===== src/rtl/alu_seq_pkg.sv =====
// alu_seq_pkg
// Shared definitions for the sequential ALU slice.
//   op_e      : 4-bit operation codes accepted on the 'op' port
//   FLG_*     : bit positions inside the 4-bit {V,C,N,Z} flags vector
//   state_e   : control FSM states of alu_seq
//   pack_flags: assembles a flags vector from individual status bits
package alu_seq_pkg;

  typedef enum logic [3:0] {
    OP_ADD = 4'd0,
    OP_SUB = 4'd1,
    OP_AND = 4'd2,
    OP_OR  = 4'd3,
    OP_XOR = 4'd4,
    OP_SHL = 4'd5,
    OP_SHR = 4'd6,
    OP_SAR = 4'd7,
    OP_GTU = 4'd8,
    OP_LTS = 4'd9,
    OP_MUL = 4'd10
  } op_e;

  localparam int FLG_Z = 0;
  localparam int FLG_N = 1;
  localparam int FLG_C = 2;
  localparam int FLG_V = 3;

  typedef enum logic [1:0] {
    IDLE = 2'd0,
    BUSY = 2'd1,
    DONE = 2'd2
  } state_e;

  // Places the four status bits at their named indices so callers never
  // depend on the raw ordering of the flags vector.
  function automatic logic [3:0] pack_flags(input logic v, input logic c,
                                            input logic n, input logic z);
    logic [3:0] f;
    f        = '0;
    f[FLG_V] = v;
    f[FLG_C] = c;
    f[FLG_N] = n;
    f[FLG_Z] = z;
    return f;
  endfunction

endpackage


===== src/rtl/alu_mul_iter.sv =====
// alu_mul_iter
// Iterative unsigned shift-add multiplier, one partial product per cycle.
// Ports:
//   clk, rst_n : rising-edge clock, asynchronous active-low reset
//   start      : one-cycle pulse; latches a/b and begins a new product
//   a, b       : WIDTH-bit unsigned operands (sampled only on start)
//   done       : high for one cycle once all WIDTH steps have completed
//   product    : 2*WIDTH-bit accumulator; valid while done is high
module alu_mul_iter #(
  parameter int WIDTH = 8
) (
  input  logic               clk,
  input  logic               rst_n,
  input  logic               start,
  input  logic [WIDTH-1:0]   a,
  input  logic [WIDTH-1:0]   b,
  output logic               done,
  output logic [2*WIDTH-1:0] product
);

  localparam int CW = $clog2(WIDTH + 1);
  localparam logic [CW-1:0] COUNT_INIT = CW'(WIDTH);

  logic [2*WIDTH-1:0] mcand;
  logic [2*WIDTH-1:0] acc;
  logic [WIDTH-1:0]   mplier;
  logic [CW-1:0]      count;
  logic               running;

  // Multiplier datapath: on start the multiplicand is zero-extended and the
  // counter loaded with WIDTH. Each following cycle consumes the LSB of the
  // multiplier, adding the shifted multiplicand when it is set. After the
  // counter reaches zero the unit stays 'running' for one more cycle so the
  // controller sees done; the running flag then drops, making done a pulse.
  always_ff @(posedge clk or negedge rst_n) begin
    if (!rst_n) begin
      mcand   <= '0;
      acc     <= '0;
      mplier  <= '0;
      count   <= '0;
      running <= 1'b0;
    end else if (start) begin
      mcand   <= {{WIDTH{1'b0}}, a};
      mplier  <= b;
      acc     <= '0;
      count   <= COUNT_INIT;
      running <= 1'b1;
    end else if (running) begin
      if (count != '0) begin
        if (mplier[0]) begin
          acc <= acc + mcand;
        end
        mcand  <= mcand << 1;
        mplier <= mplier >> 1;
        count  <= count - 1'b1;
      end else begin
        running <= 1'b0;
      end
    end
  end

  assign done    = running && (count == '0);
  assign product = acc;

endmodule


===== src/rtl/alu_seq.sv =====
// alu_seq
// Registered ALU with valid/ready handshakes on the operand and result sides.
// Single-cycle ops produce a result one edge after accept; MUL runs through
// the iterative multiplier and takes WIDTH+1 edges. One op in flight at a time.
// Ports:
//   clk, rst_n           : rising-edge clock, asynchronous active-low reset
//   in_valid / in_ready  : operand handshake; accept on in_valid && in_ready
//   a, b                 : operands (b is the shift amount for shift ops)
//   op                   : operation code (alu_seq_pkg::op_e, 11..15 illegal)
//   out_valid / out_ready: result handshake; retire on out_valid && out_ready
//   y, y_hi              : result (y_hi is the MUL high half, else 0)
//   flags                : {V,C,N,Z}
//   err                  : the op that produced this result was illegal
module alu_seq
  import alu_seq_pkg::*;
#(
  parameter int WIDTH = 8
) (
  input  logic             clk,
  input  logic             rst_n,
  input  logic             in_valid,
  output logic             in_ready,
  input  logic [WIDTH-1:0] a,
  input  logic [WIDTH-1:0] b,
  input  logic [3:0]       op,
  output logic             out_valid,
  input  logic             out_ready,
  output logic [WIDTH-1:0] y,
  output logic [WIDTH-1:0] y_hi,
  output logic [3:0]       flags,
  output logic             err
);

  localparam int SW = $clog2(WIDTH + 1);
  localparam logic [WIDTH-1:0] WIDTH_V = WIDTH'(WIDTH);
  localparam logic [SW-1:0]    WIDTH_S = SW'(WIDTH);

  state_e state;
  state_e next_state;

  logic accept;
  logic is_mul;
  logic mul_start;
  logic mul_done;
  logic load_alu;
  logic load_mul;

  logic [2*WIDTH-1:0] mul_product;
  logic [WIDTH-1:0]   mul_lo;
  logic [WIDTH-1:0]   mul_hi;
  logic               mul_ovf;
  logic [3:0]         mul_flags;

  logic [WIDTH:0]   sum;
  logic [WIDTH:0]   diff;
  logic [SW-1:0]    shamt;
  logic             shift_carry_ok;
  logic [WIDTH:0]   shl_ext;
  logic [WIDTH:0]   shr_ext;
  logic [WIDTH:0]   sar_ext;
  logic [WIDTH-1:0] alu_y;
  logic             alu_c;
  logic             alu_v;
  logic             alu_err;
  logic [3:0]       alu_flags;

  alu_mul_iter #(
    .WIDTH(WIDTH)
  ) u_mul (
    .clk    (clk),
    .rst_n  (rst_n),
    .start  (mul_start),
    .a      (a),
    .b      (b),
    .done   (mul_done),
    .product(mul_product)
  );

  // Single-cycle datapath. Shifts work on a WIDTH+1 vector with one spare
  // bit on the side the data leaves, so that spare bit is the last bit
  // shifted out. The amount is clamped to WIDTH: any larger amount yields
  // the same y as WIDTH, and the carry is suppressed outside 1..WIDTH.
  always_comb begin
    sum            = {1'b0, a} + {1'b0, b};
    diff           = {1'b0, a} - {1'b0, b};
    shamt          = (b > WIDTH_V) ? WIDTH_S : b[SW-1:0];
    shift_carry_ok = (b != '0) && (b <= WIDTH_V);
    shl_ext        = {1'b0, a} << shamt;
    shr_ext        = {a, 1'b0} >> shamt;
    sar_ext        = $signed({a, 1'b0}) >>> shamt;

    alu_y   = '0;
    alu_c   = 1'b0;
    alu_v   = 1'b0;
    alu_err = 1'b0;

    case (op)
      OP_ADD: begin
        alu_y = sum[WIDTH-1:0];
        alu_c = sum[WIDTH];
        alu_v = (a[WIDTH-1] == b[WIDTH-1]) && (sum[WIDTH-1] != a[WIDTH-1]);
      end
      OP_SUB: begin
        alu_y = diff[WIDTH-1:0];
        alu_c = diff[WIDTH];
        alu_v = (a[WIDTH-1] != b[WIDTH-1]) && (diff[WIDTH-1] != a[WIDTH-1]);
      end
      OP_AND: alu_y = a & b;
      OP_OR:  alu_y = a | b;
      OP_XOR: alu_y = a ^ b;
      OP_SHL: begin
        alu_y = shl_ext[WIDTH-1:0];
        alu_c = shift_carry_ok && shl_ext[WIDTH];
      end
      OP_SHR: begin
        alu_y = shr_ext[WIDTH:1];
        alu_c = shift_carry_ok && shr_ext[0];
      end
      OP_SAR: begin
        alu_y = sar_ext[WIDTH:1];
        alu_c = shift_carry_ok && sar_ext[0];
      end
      OP_GTU: alu_y = {{(WIDTH-1){1'b0}}, (a > b)};
      OP_LTS: alu_y = {{(WIDTH-1){1'b0}}, ($signed(a) < $signed(b))};
      OP_MUL: alu_y = '0;
      default: alu_err = 1'b1;
    endcase

    if (alu_err) begin
      alu_flags = '0;
    end else begin
      alu_flags = pack_flags(alu_v, alu_c, alu_y[WIDTH-1], (alu_y == '0));
    end
  end

  // MUL result split and flags: overflow means the product did not fit in
  // y, and it drives both C and V. Z and N look at the low half only.
  always_comb begin
    mul_lo    = mul_product[WIDTH-1:0];
    mul_hi    = mul_product[2*WIDTH-1:WIDTH];
    mul_ovf   = (mul_hi != '0);
    mul_flags = pack_flags(mul_ovf, mul_ovf, mul_lo[WIDTH-1], (mul_lo == '0));
  end

  // Control state register.
  always_ff @(posedge clk or negedge rst_n) begin
    if (!rst_n) begin
      state <= IDLE;
    end else begin
      state <= next_state;
    end
  end

  // Handshake and next-state logic. In DONE the block can take a new op in
  // the same cycle the consumer retires the current one, so in_ready follows
  // out_ready there and an accept is routed exactly as it would be from IDLE.
  always_comb begin
    next_state = state;
    in_ready   = 1'b0;
    out_valid  = 1'b0;

    case (state)
      IDLE:    in_ready = 1'b1;
      BUSY:    in_ready = 1'b0;
      DONE: begin
        out_valid = 1'b1;
        in_ready  = out_ready;
      end
      default: in_ready = 1'b0;
    endcase

    accept    = in_valid && in_ready;
    is_mul    = (op == OP_MUL);
    mul_start = accept && is_mul;
    load_alu  = accept && !is_mul;
    load_mul  = (state == BUSY) && mul_done;

    case (state)
      IDLE: begin
        if (accept) begin
          next_state = is_mul ? BUSY : DONE;
        end
      end
      BUSY: begin
        if (mul_done) begin
          next_state = DONE;
        end
      end
      DONE: begin
        if (accept) begin
          next_state = is_mul ? BUSY : DONE;
        end else if (out_ready) begin
          next_state = IDLE;
        end
      end
      default: next_state = IDLE;
    endcase
  end

  // Output stage. Results only change on a single-cycle accept or on MUL
  // completion, which keeps y/flags frozen while DONE is backpressured.
  always_ff @(posedge clk or negedge rst_n) begin
    if (!rst_n) begin
      y     <= '0;
      y_hi  <= '0;
      flags <= '0;
      err   <= 1'b0;
    end else if (load_alu) begin
      y     <= alu_y;
      y_hi  <= '0;
      flags <= alu_flags;
      err   <= alu_err;
    end else if (load_mul) begin
      y     <= mul_lo;
      y_hi  <= mul_hi;
      flags <= mul_flags;
      err   <= 1'b0;
    end
  end

endmodule


===== config.mk =====
export PLATFORM = sky130hd
export DESIGN_NAME = alu_seq
export DESIGN_NICKNAME = d
export VERILOG_FILES = /design/src/rtl/alu_seq_pkg.sv /design/src/rtl/alu_mul_iter.sv /design/src/rtl/alu_seq.sv
export SDC_FILE = /design/constraint.sdc
export NUM_CORES = 1
export LEC_CHECK = 0
export BUFFER_PORTS_ARGS = -buffer_cell sky130_fd_sc_hd__buf_4
export CORE_UTILIZATION = 43
export DETAILED_ROUTE_END_ITERATION = 10
export GPL_TIMING_DRIVEN = 0
export MAX_ROUTING_LAYER = met4
export PLACE_DENSITY = 0.7
export SETUP_SLACK_MARGIN = 0.5
export SYNTH_ARGS = -nofsm -noshare
export SYNTH_HDL_FRONTEND = slang
export SYNTH_SLANG_ARGS = --single-unit

===== constraint.sdc =====
create_clock -name clk -period 2.4 [get_ports clk]
set_input_delay 0.12 -clock clk [delete_from_list [all_inputs] [get_ports clk]]
set_output_delay 0.12 -clock clk [all_outputs]
set_load 0.1 [all_outputs]

# --- Word-level counts from Yosys, hierarchy flattened ---
# Cells that the tools add are included.
totals:
  register_bits: 68
  latchBits: 0
  mem_bits_rw: 0
  romBits: 0
  in_bits: 24
  output_inout_bits: 23
  wordCells: 109
  mem_count: 0
op_classes:
  add_sub_neg: 4
  n_mul: 0
  div: 0
  n_lt_le_gt_ge: 4
  eq_ne: 19
  n_shift: 3
  muxes: 38
  bitwise_logic: 3
  reduce_logical: 28
ops:
  columns: ["cell", "n"]
  rows:
  - ["two-way mux 16 bit", 7]
  - ["case mux 8 bit (10 select lines)", 1]
  - ["two-way mux 8 bit", 7]
  - ["two-way mux 4 bit", 7]
  - ["adder 16 bit", 1]
  - ["== test 4 x 3 -> 1 bit, second input constant", 4]
  - ["zero test 8 bit", 2]
  - ["nonzero test 8 bit", 2]
  - ["== test 4 bit, second input constant", 3]
  - ["logical AND 1 bit", 11]
  - ["OR reduction 11 bit", 1]
  - ["two-way mux 2 bit", 5]
  - ["adder 8 x 8 -> 9 bit", 1]
  - ["<< shifter 8 x 4 -> 9 bit", 1]
  - ["right shift 9 x 4 -> 9 bit", 1]
  - [">>> shifter 9 x 4 -> 9 bit", 1]
  - ["subtractor 8 x 8 -> 9 bit", 1]
  - ["AND 8 bit", 1]
  - ["== test 4 x 2 -> 1 bit, second input constant", 2]
  - ["> comparator 8 x 4 -> 1 bit, second input constant", 1]
  - ["> comparator 8 bit", 1]
  - ["less-or-equal comparator 8 x 4 -> 1 bit, second input constant", 1]
  - ["zero test 4 bit", 2]
  - ["< comparator 8 bit", 1]
  - ["other kinds (20)", 34]

# --- Logic depth before layout (Yosys ltp) ---
# Gate-level depths: netlist of run 1.
depth:
  word_depth: 7
  ltp_mapped: 11
  ltp_nobuf: 11

# --- Hierarchy ---
# Synthesis of run 1 repeated with hierarchy kept, for this count alone.
hier_totals:
  cells_unflattened: 768
  hier_area_um2: 6024.5
by_module_without_submodules:
  columns: ["mod", "n_inst", "cells_per_inst", "area_each_um2", "seq_area_each_um2"]
  rows:
  - ["alu_seq", 1, 468, 3296.9, 575.6]
  - ["alu_mul_iter", 1, 300, 2727.6, 1126.1]

# --- Worst setup path before layout of run 1 ---
# No wires, ideal clock.
synth_timing:
  kind: "register to register"
  start: "register state[0]"
  end: "register u_mul.mcand[0]"
  setup_ns: 0.133
  arrival_ns: 2.987
  required_time_ns: 2.267
  slack_ns: -0.720
  path_stages_with_launch: 6
  path_buffers: 1
  period_less_slack_ns: 3.120
  cell_sequence: "dfrtp_1 > a21oi_1 > nand3_1 > clkbuf_1 > nand3_1 > o21ai_0"
synth_between:
  elab_chain_len: 6
  elab_cells_between_ends: 9
  classes_between: "eq/ne: 1; mux: 2; reduce/logical: 6"
synth_lines:
  columns: ["item", "line", "rtl"]
  rows:
  - ["from (decl)", "alu_seq.sv:38", "state_e state;"]
  - ["from (signal assigned)", "alu_seq.sv:150", "state <= next_state;"]
  - ["== test 2 bit / zero test 2 bit (equally long branches)", "alu_seq.sv:162", "case (state)"]
  - ["case mux 1 bit (2 select lines) *", "alu_seq.sv:162", null]
  - ["net in_ready", "alu_seq.sv:22", "output logic in_ready,"]
  - ["logical AND 1 bit *", "alu_seq.sv:172", "accept = in_valid && in_ready;"]
  - ["logical AND 1 bit *", "alu_seq.sv:174", "mul_start = accept && is_mul;"]
  - ["nonzero test 2 bit (no source line)", null, null]
  - ["AND reduction 2 bit (no source line)", null, null]
  - ["to (signal assigned)", "alu_mul_iter.sv:43", "mcand <= {{WIDTH{1'b0}}, a};"]
  - ["to (signal assigned)", "alu_mul_iter.sv:53", "mcand <= mcand << 1;"]
  - ["to (decl)", "alu_mul_iter.sv:24", "logic [2*WIDTH-1:0] mcand;"]
# The timed path passes the listed nets; every way through them passes the cells marked *.
# A chain may end at the register's enable or synchronous reset.

# --- Worst setup path in the final report of run 1 ---
layout_timing:
  start: "input a[0]"
  end: "register flags[0]"
layout_between:
  elab_chain_len: 5
  elab_cells_between_ends: 14
  classes_between: "add/sub: 2; order compare: 2; shift: 3; mux: 3; bitwise: 3; reduce/logical: 1"
layout_lines:
  columns: ["item", "line", "rtl"]
  rows:
  - ["from (decl)", "alu_seq.sv:23", "input logic [WIDTH-1:0] a,"]
  - ["subtractor 8 x 8 -> 9 bit (tied with other cells)", "alu_seq.sv:85", "diff = {1'b0, a} - {1'b0, b};"]
  - ["case mux 8 bit (10 select lines) *", "alu_seq.sv:97", "case (op)"]
  - ["zero test 8 bit *", "alu_seq.sv:132", "alu_flags = pack_flags(alu_v, alu_c, alu_y[WIDTH-1], (alu_y == '0));"]
  - ["two-way mux 4 bit *", "alu_seq.sv:129", "if (alu_err) begin"]
  - ["two-way mux 4 bit *", "alu_seq.sv:208", "end else if (load_alu) begin"]
  - ["to (signal assigned)", "alu_seq.sv:211", "flags <= alu_flags;"]
  - ["to (signal assigned)", "alu_seq.sv:216", "flags <= mul_flags;"]
  - ["to (decl)", "alu_seq.sv:30", "output logic [3:0] flags,"]
# Mark *: on every way between the ends. The rest lies on a longest branch, timed or not.

==> summary.txt, run 1 <==
GRT Util Overall - 32.5%
total grt overflow - 0
Mapped Avg Cell Area - 7.84 sq um
Total Nets Final - 962
fillers - 1112
number of synthesized flops with an enable pin - 0
antenna fix cells - 0
routability cong. - 1.02
global-route wire length before repair - 35.5 mm
syn nets - 844
vias in the first global route - 6375
Achievable Freq - 432 MHz
post-synthesis sequential area ratio - 28.0%
Unique masters post-synth - 75
compound-gate portion of the synthesized area - 27.5%
Placeable Area - 13800 sq um
Synth Warn # - 0
Cells after Synth - 776
I/O Pins - 47
Max Cap Viol - 0
reg2reg setup slack - 160 ps
mux cell area share after synthesis - 2.96%
hold crit path type - input pin to flip-flop
design area - 8750 sq um
Finished Layout Cells - 1079
initial antenna violation count - 0
placed insts - 1000
vias per inst - 6.58
CTS Buf Count - 9
Seq. cell area - 1710 sq um
Synth async-reset ratio - 100%
final setup vio count - 0
# clock sinks - 68
Syn Std Cell Area - 6080 sq um
fin crit share - 96.4%
RSZ-0062 raised after global routing - yes
clk slew on worst S/H paths - 60 ps
WL final - 24.3 mm
fraction of layout cells with a size suffix above 1 - 35.4%
Clock Path Buffers - 2
Detailed Place HPWL - 16.3 mm
maximum vdd drop - 0.433 mV
largest family of logic cells by synthesized area - compound AO/OA/AOI/OAI gates
failing checks - design-rule violations
initial DRC count - 1096
critical path startpoint category - input pin
Slew Limit Fails - 0
total power - 7310 uW
Synth Area in Adders - 9.42%
full die area - 14600 sq um
cell row count - 43
Starting Density - 44.0%
Cell Pwr Density - 835 nW/um^2
die width - 121 um
synthesized-area fraction occupied by xor and xnor cells - 1.87%
H-tree lvl count - 3
Slew headroom - 39.4%
status - finished, violations left
multi-input combinational cell area - 4930 sq um
DR WL/cell - 22.5 um
crit-path max FO - 7
Die Span Y - 121 um
post-route minimum period - 2310 ps
largest net degree at the start of global routing - 69
clk_skew - 12.6 ps
DRC viols - 2
Placed Area - 6890 sq um
FF+latch count, synth - 68
Worst setup EP type - flip-flop
CP Class - input pin to flip-flop
DR pass1 iterations - 9
Top FF cell, synth - dfrtp_1
measured slew at the worst slew-check pin - 907 ps
area added between synthesis and finish - 43.9%
clk_lat worst skew - 340 ps
PortBufs - 44
LEAKAGE - 0.00358 uW
data arrival time of the critical path - 2590 ps
Simple-Gate Fraction of Synth Area - 24.9%
Final ANT Viol Nets - 0
CTS tree - yes
Critical Path RT - 2670 ps
routed vias - 7105
clk root buf - clkbuf_16
Hold Vio Cnt, Final - 0
## area by class of cell
class,count,share of cell area (%)
plain buffers,48,4.83
multi-input cells,623,56.3
clock inverters,6,1.00
repair buffers,107,10.8
well taps,180,2.57
clock buffers,10,2.73
inverters,37,2.14
flip-flops and latches,68,19.6
## sequential cells by signal, indices dropped and copies added (netlist names)
signal,count
u_mul.count,4
u_mul.product,16
y_hi,8
err,1
state,2
y,8
flags,4
u_mul.mcand,16
u_mul.mplier,8
u_mul.running,1
## layout by cell type, fill, tap and decap left out, types with 18 or more instances in the layout
cell,count
a21oi_1,40
a31oi_1,25
buf_4,86
clkbuf_2,18
dfrtp_1,58
ha_4,21
inv_1,21
nand2_1,106
nor2_1,52
o21ai_0,29
## metal layers
metal | GRT usage, % | vias up | share of wire, %
met5 | - | - | 0
met4 | 9.95 | 0 | 3.0
met3 | 6.06 | 81 | 11
met2 | 48.8 | 519 | 45
met1 | 44.3 | 3395 | 42
li1 | - | 3110 | -
## kinds of logic after synthesis
kind of cell / count (synthesis)
xor gates and xnor gates: 13
AOI/OAI and AO/OA: 247
DFF: 68
and+or+nand+nor: 305
adders and majority gates: 44
buffers and inverters: 85
muxes: 14
## report_power, final
| group | internal (uW) | switching (uW) | total, uW |
|---|---|---|---|
| Combinational | 1650 | 2250 | 3900 |
| Clock | 938 | 518 | 1460 |
| Sequential | 1520 | 434 | 1950 |
## worst paths after layout
check	startpoint	endpoint	depth (start not counted)
setup / recovery	a[0]	flags[0]$_DFFE_PN0P_	12
hold / removal	a[4]	u_mul.mcand[4]$_DFFE_PN0P_	3
setup reg to reg	u_mul.count[1]$_DFFE_PN0P_	flags[0]$_DFFE_PN0P_	10
hold reg to reg	err$_DFFE_PN0P_	err$_DFFE_PN0P_	2
max in group asynchronous	rst_n	u_mul.mcand[5]$_DFFE_PN0P_	2
min in group asynchronous	rst_n	flags[1]$_DFFE_PN0P_	2
## critical path, cell delays in order
cell and delay [ps]:
buf_12 130, inv_12 50, ha_4 140, inv_2 40, fa_2 340, nor3b_4 180
o31ai_2 260, mux2i_1 210, o211ai_1 160, or4b_4 600, nor4_4 160, a41o_1 190
## per-stage QoR
| step | setup slack, ps | utilization [%] | setup TNS (ps) | hold slack [ps] |
|---|---|---|---|---|
| 5_1_grt | 9.82 | 63.3 | 0 | 128 |
| 4_1_cts | 131 | 58.8 | 0 | 102 |
| 6_report | 85.7 | 63.3 | 0 | 98.8 |
| 3_3_place_gp | -812 | 49.8 | -4390 | 286 |
| 2_1_floorplan | 184 | - | 0 | -176 |
| 3_5_place_dp | -678 | 49.8 | -4050 | 281 |
## repair_timing
item	in CTS	in global routing
endpoints found under the hold margin	68	0
buffers inserted	30	30
resized for setup	157	103
hold buffers	1	0
pin swaps	40	49
cloned	0	2
setup endpoints to repair	57	56
## cells in the mapped netlist (6+ instances only)
library cell,count,area share (%)
o22ai_1,6,0.62
o21ai_1,6,0.49
nor4_1,8,0.82
a211oi_1,15,1.9
ha_1,41,8.4
clkbuf_1,42,2.6
xnor2_1,10,1.4
o31ai_1,6,0.74
nor2_1,57,3.5
o21ai_0,48,3.9
nand4_1,8,0.82
a22oi_1,9,1.1
nor3_1,22,1.8
nand2_1,112,6.9
nand3b_1,6,0.74
inv_1,36,2.2
a21o_1,9,1.1
or3_1,11,1.1
o211ai_1,8,0.99
nand2b_1,10,1.0
a221oi_1,7,1.0
mux2i_1,9,1.5
a21oi_1,48,3.9
nor2b_1,15,1.5
nand3_1,22,1.8
a31oi_1,26,2.7
dfrtp_1,68,28
a22o_1,12,1.7
No activity file was read; power rests on OpenSTA's default activity.
==> run 2, diff against run 1 <==
--- a/config.mk
+++ b/config.mk
@@ -11,7 +11,7 @@
 export GPL_TIMING_DRIVEN = 0
 export MAX_ROUTING_LAYER = met4
 export PLACE_DENSITY = 0.7
-export SETUP_SLACK_MARGIN = 0.5
+export SETUP_SLACK_MARGIN = 0.02
 export SYNTH_ARGS = -nofsm -noshare
 export SYNTH_HDL_FRONTEND = slang
 export SYNTH_SLANG_ARGS = --single-unit
==> summary.txt, run 2 (same netlist as run 1, synthesis figures left out) <==
hold crit path type - input pin to flip-flop (unchanged)
Slew Limit Fails - 0 (unchanged)
clk_skew - 5.64 ps (was 12.6 ps)
Final ANT Viol Nets - 0 (unchanged)
Worst path max stage delay - 740 ps (was 600 ps)
met3 usage - 5.26% (was 6.06%)
final core utilization - 52.7% (was 63.3%)
H-tree lvl count - 3 (unchanged)
clk root buf - clkbuf_16 (unchanged)
initial antenna violation count - 0 (unchanged)
M1 GR Usage - 42.3% (was 44.3%)
CTS tree - yes (unchanged)
clk_lat worst skew - 340 ps (about the same)
vias in the first global route - 6135 (was 6375)
Finished Layout Cells - 1020 (was 1079)
die width - 121 um (unchanged)
global-route wire length before repair - 34.0 mm (was 35.5 mm)
post-route minimum period - 2430 ps (was 2310 ps)
R2R cell count - 8 (was 10)
Worst setup EP type - flip-flop (unchanged)
Clock Path Buffers - 2 (unchanged)
R2R Path End - u_mul.product[15]$_DFFE_PN0P_ (was flags[0]$_DFFE_PN0P_)
clk slew on worst S/H paths - 50 ps (was 60 ps)
maximum vdd drop - 0.349 mV (was 0.433 mV)
CP Class - input pin to flip-flop (unchanged)
WL final - 22.2 mm (was 24.3 mm)
met2 GRT Util - 46.7% (was 48.8%)
CTS Buf Count - 9 (unchanged)
Slew headroom - 39.7% (was 39.4%)
DRC viols - 0 (was 2)
Total Nets Final - 903 (was 962)
Cells on Worst Hold Path - 3 (unchanged)
cell row count - 43 (unchanged)
most frequent cells in the layout - 111 x nand2_1, 62 x dfrtp_1, 56 x nor2_1 (was 106 x nand2_1, 86 x buf_4, 58 x dfrtp_1)
vias per inst - 6.42 (was 6.58)
failing checks - negative setup slack (was design-rule violations)
Max Cap Viol - 0 (unchanged)
final setup vio count - 1 (was 0)
end of the worst hold path - u_mul.mplier[6]$_DFFE_PN0P_ (was u_mul.mcand[4]$_DFFE_PN0P_)
Achievable Freq - 411 MHz (was 432 MHz)
worst slack, placed - -783 ps (was -678 ps)
data arrival time of the critical path - 2650 ps (was 2590 ps)
LEAKAGE - 0.00299 uW (was 0.00358 uW)
status - finished, violations left (unchanged)
Critical-path top delay cell - nor4bb_2 (was or4b_4)
startpoint of the worst hold path - b[6] (was a[4])
measured slew at the worst slew-check pin - 897 ps (was 907 ps)
antenna fix cells - 0 (unchanged)
fraction of layout cells with a size suffix above 1 - 17.5% (was 35.4%)
RSZ-0062 raised after global routing - yes (unchanged)
Detailed Place HPWL - 16.3 mm (about the same)
# clock sinks - 68 (unchanged)
Starting Density - 44.0% (unchanged)
fin crit share - 101% (was 96.4%)
reg2reg setup slack - 70 ps (was 160 ps)
I/O Pins - 47 (unchanged)
Die Span Y - 121 um (unchanged)
Hold Vio Cnt, Final - 0 (unchanged)
DR pass1 iterations - 6 (was 9)
area added between synthesis and finish - 19.8% (was 43.9%)
GRT Util Overall - 31.3% (was 32.5%)
routability cong. - 0.990 (was 1.02)
Critical Path RT - 2620 ps (was 2670 ps)
full die area - 14600 sq um (unchanged)
routed vias - 6552 (was 7105)
crit-path max FO - 10 (was 7)
commonest non-fill, non-tap cell in the layout - nand2_1 (unchanged)
largest net degree at the start of global routing - 69 (unchanged)
DR WL/cell - 21.7 um (was 22.5 um)
Cell Pwr Density - 854 nW/um^2 (was 835 nW/um^2)
crit path from - op[0] (was a[0])
total grt overflow - 0 (unchanged)
placed insts - 1000 (unchanged)
critical path startpoint category - input pin (unchanged)
PortBufs - 44 (unchanged)
GRT busiest layer - met2 (unchanged)
Placeable Area - 13800 sq um (unchanged)
initial DRC count - 744 (was 1096)
Fin Hold WS - 133 ps (was 98.8 ps)
post-route setup slack - -31.1 ps (was 85.7 ps)
worst-path cell chain - buf_4 -> clkbuf_1 -> nor4bb_2 -> nand3_1 -> a31oi_1 -> a211oi_1 -> or4b_4 -> nor4_2 -> a41o_1 (was buf_12 -> inv_12 -> ha_4 -> inv_2 -> fa_2 -> nor3b_4 -> o31ai_2 -> mux2i_1 -> o211ai_1 -> or4b_4 -> nor4_4 -> a41o_1)
Worst R2R Start - u_mul.product[9]$_DFFE_PN0P_ (was u_mul.count[1]$_DFFE_PN0P_)
[run 2: cell count changes in the layout (fill, tap and decap cells not counted), moves of 12 or more]
cell	delta
buf_4	-31
clkbuf_1	+25
clkbuf_2	-14
inv_1	+12
[run 2: what timing repair did]
item                                    CTS  global route
pin swaps                                 7             8
endpoints found under the setup margin   23            21
setup buffers                             4             5
resized for setup                        39            33
endpoints found under the hold margin    68             0
hold buffers                              1             0
[run 2: area by class of cell]
class / instances / area [sq um]
clock inverter: 4 / 25.0
timing repair buffer: 54 / 408
tap: 180 / 225
buffer: 42 / 181
sequential: 68 / 1710
clock buffer: 12 / 246
multi-input combinational: 623 / 4350
inverter: 37 / 148
fill: 1326 / 6540
[run 2: through the flow]
step                      total power [uW]  setup TNS, ps  cell area (sq um)
after global placement                4510          -6140               6660
after CTS                             5970              0               7110
final                                 6230          -31.1               7290
after floorplan                       3810              0               6100
after global routing                  6600          -89.9               7290
after detailed placement              4580          -6370               6660
[run 2: worst max path at each step]
stage	to	slack, ps	cells after the start
after CTS	flags[0]$_DFFE_PN0P_	7	12
after global routing	flags[0]$_DFFE_PN0P_	-70	10
after floorplan	flags[0]$_DFFE_PN0P_	30	11
final	flags[0]$_DFFE_PN0P_	-30	9
after global placement	y[7]$_DFFE_PN0P_	-800	12
after detailed placement	flags[1]$_DFFE_PN0P_	-780	11
[run 2: power breakdown]
part,total (uW),internal [uW],switching (uW)
Clock,1210,724,489
Sequential,1930,1520,419
Combinational,3080,1210,1870
Total,6230,3450,2770
[run 2: layer usage]
layer / routed length, um / share of wire [%]
met1: 9520 / 43
met5: 0 / 0
met4: 865 / 3.9
met2: 9810 / 44
met3: 1970 / 8.9
[run 2: critical path, delay by kind of cell]
kind | cells | cell delay [ps]
buffers and inverters | 2 | 410
AND/OR/NAND/NOR | 4 | 1390
AO/OA/AOI/OAI | 3 | 730
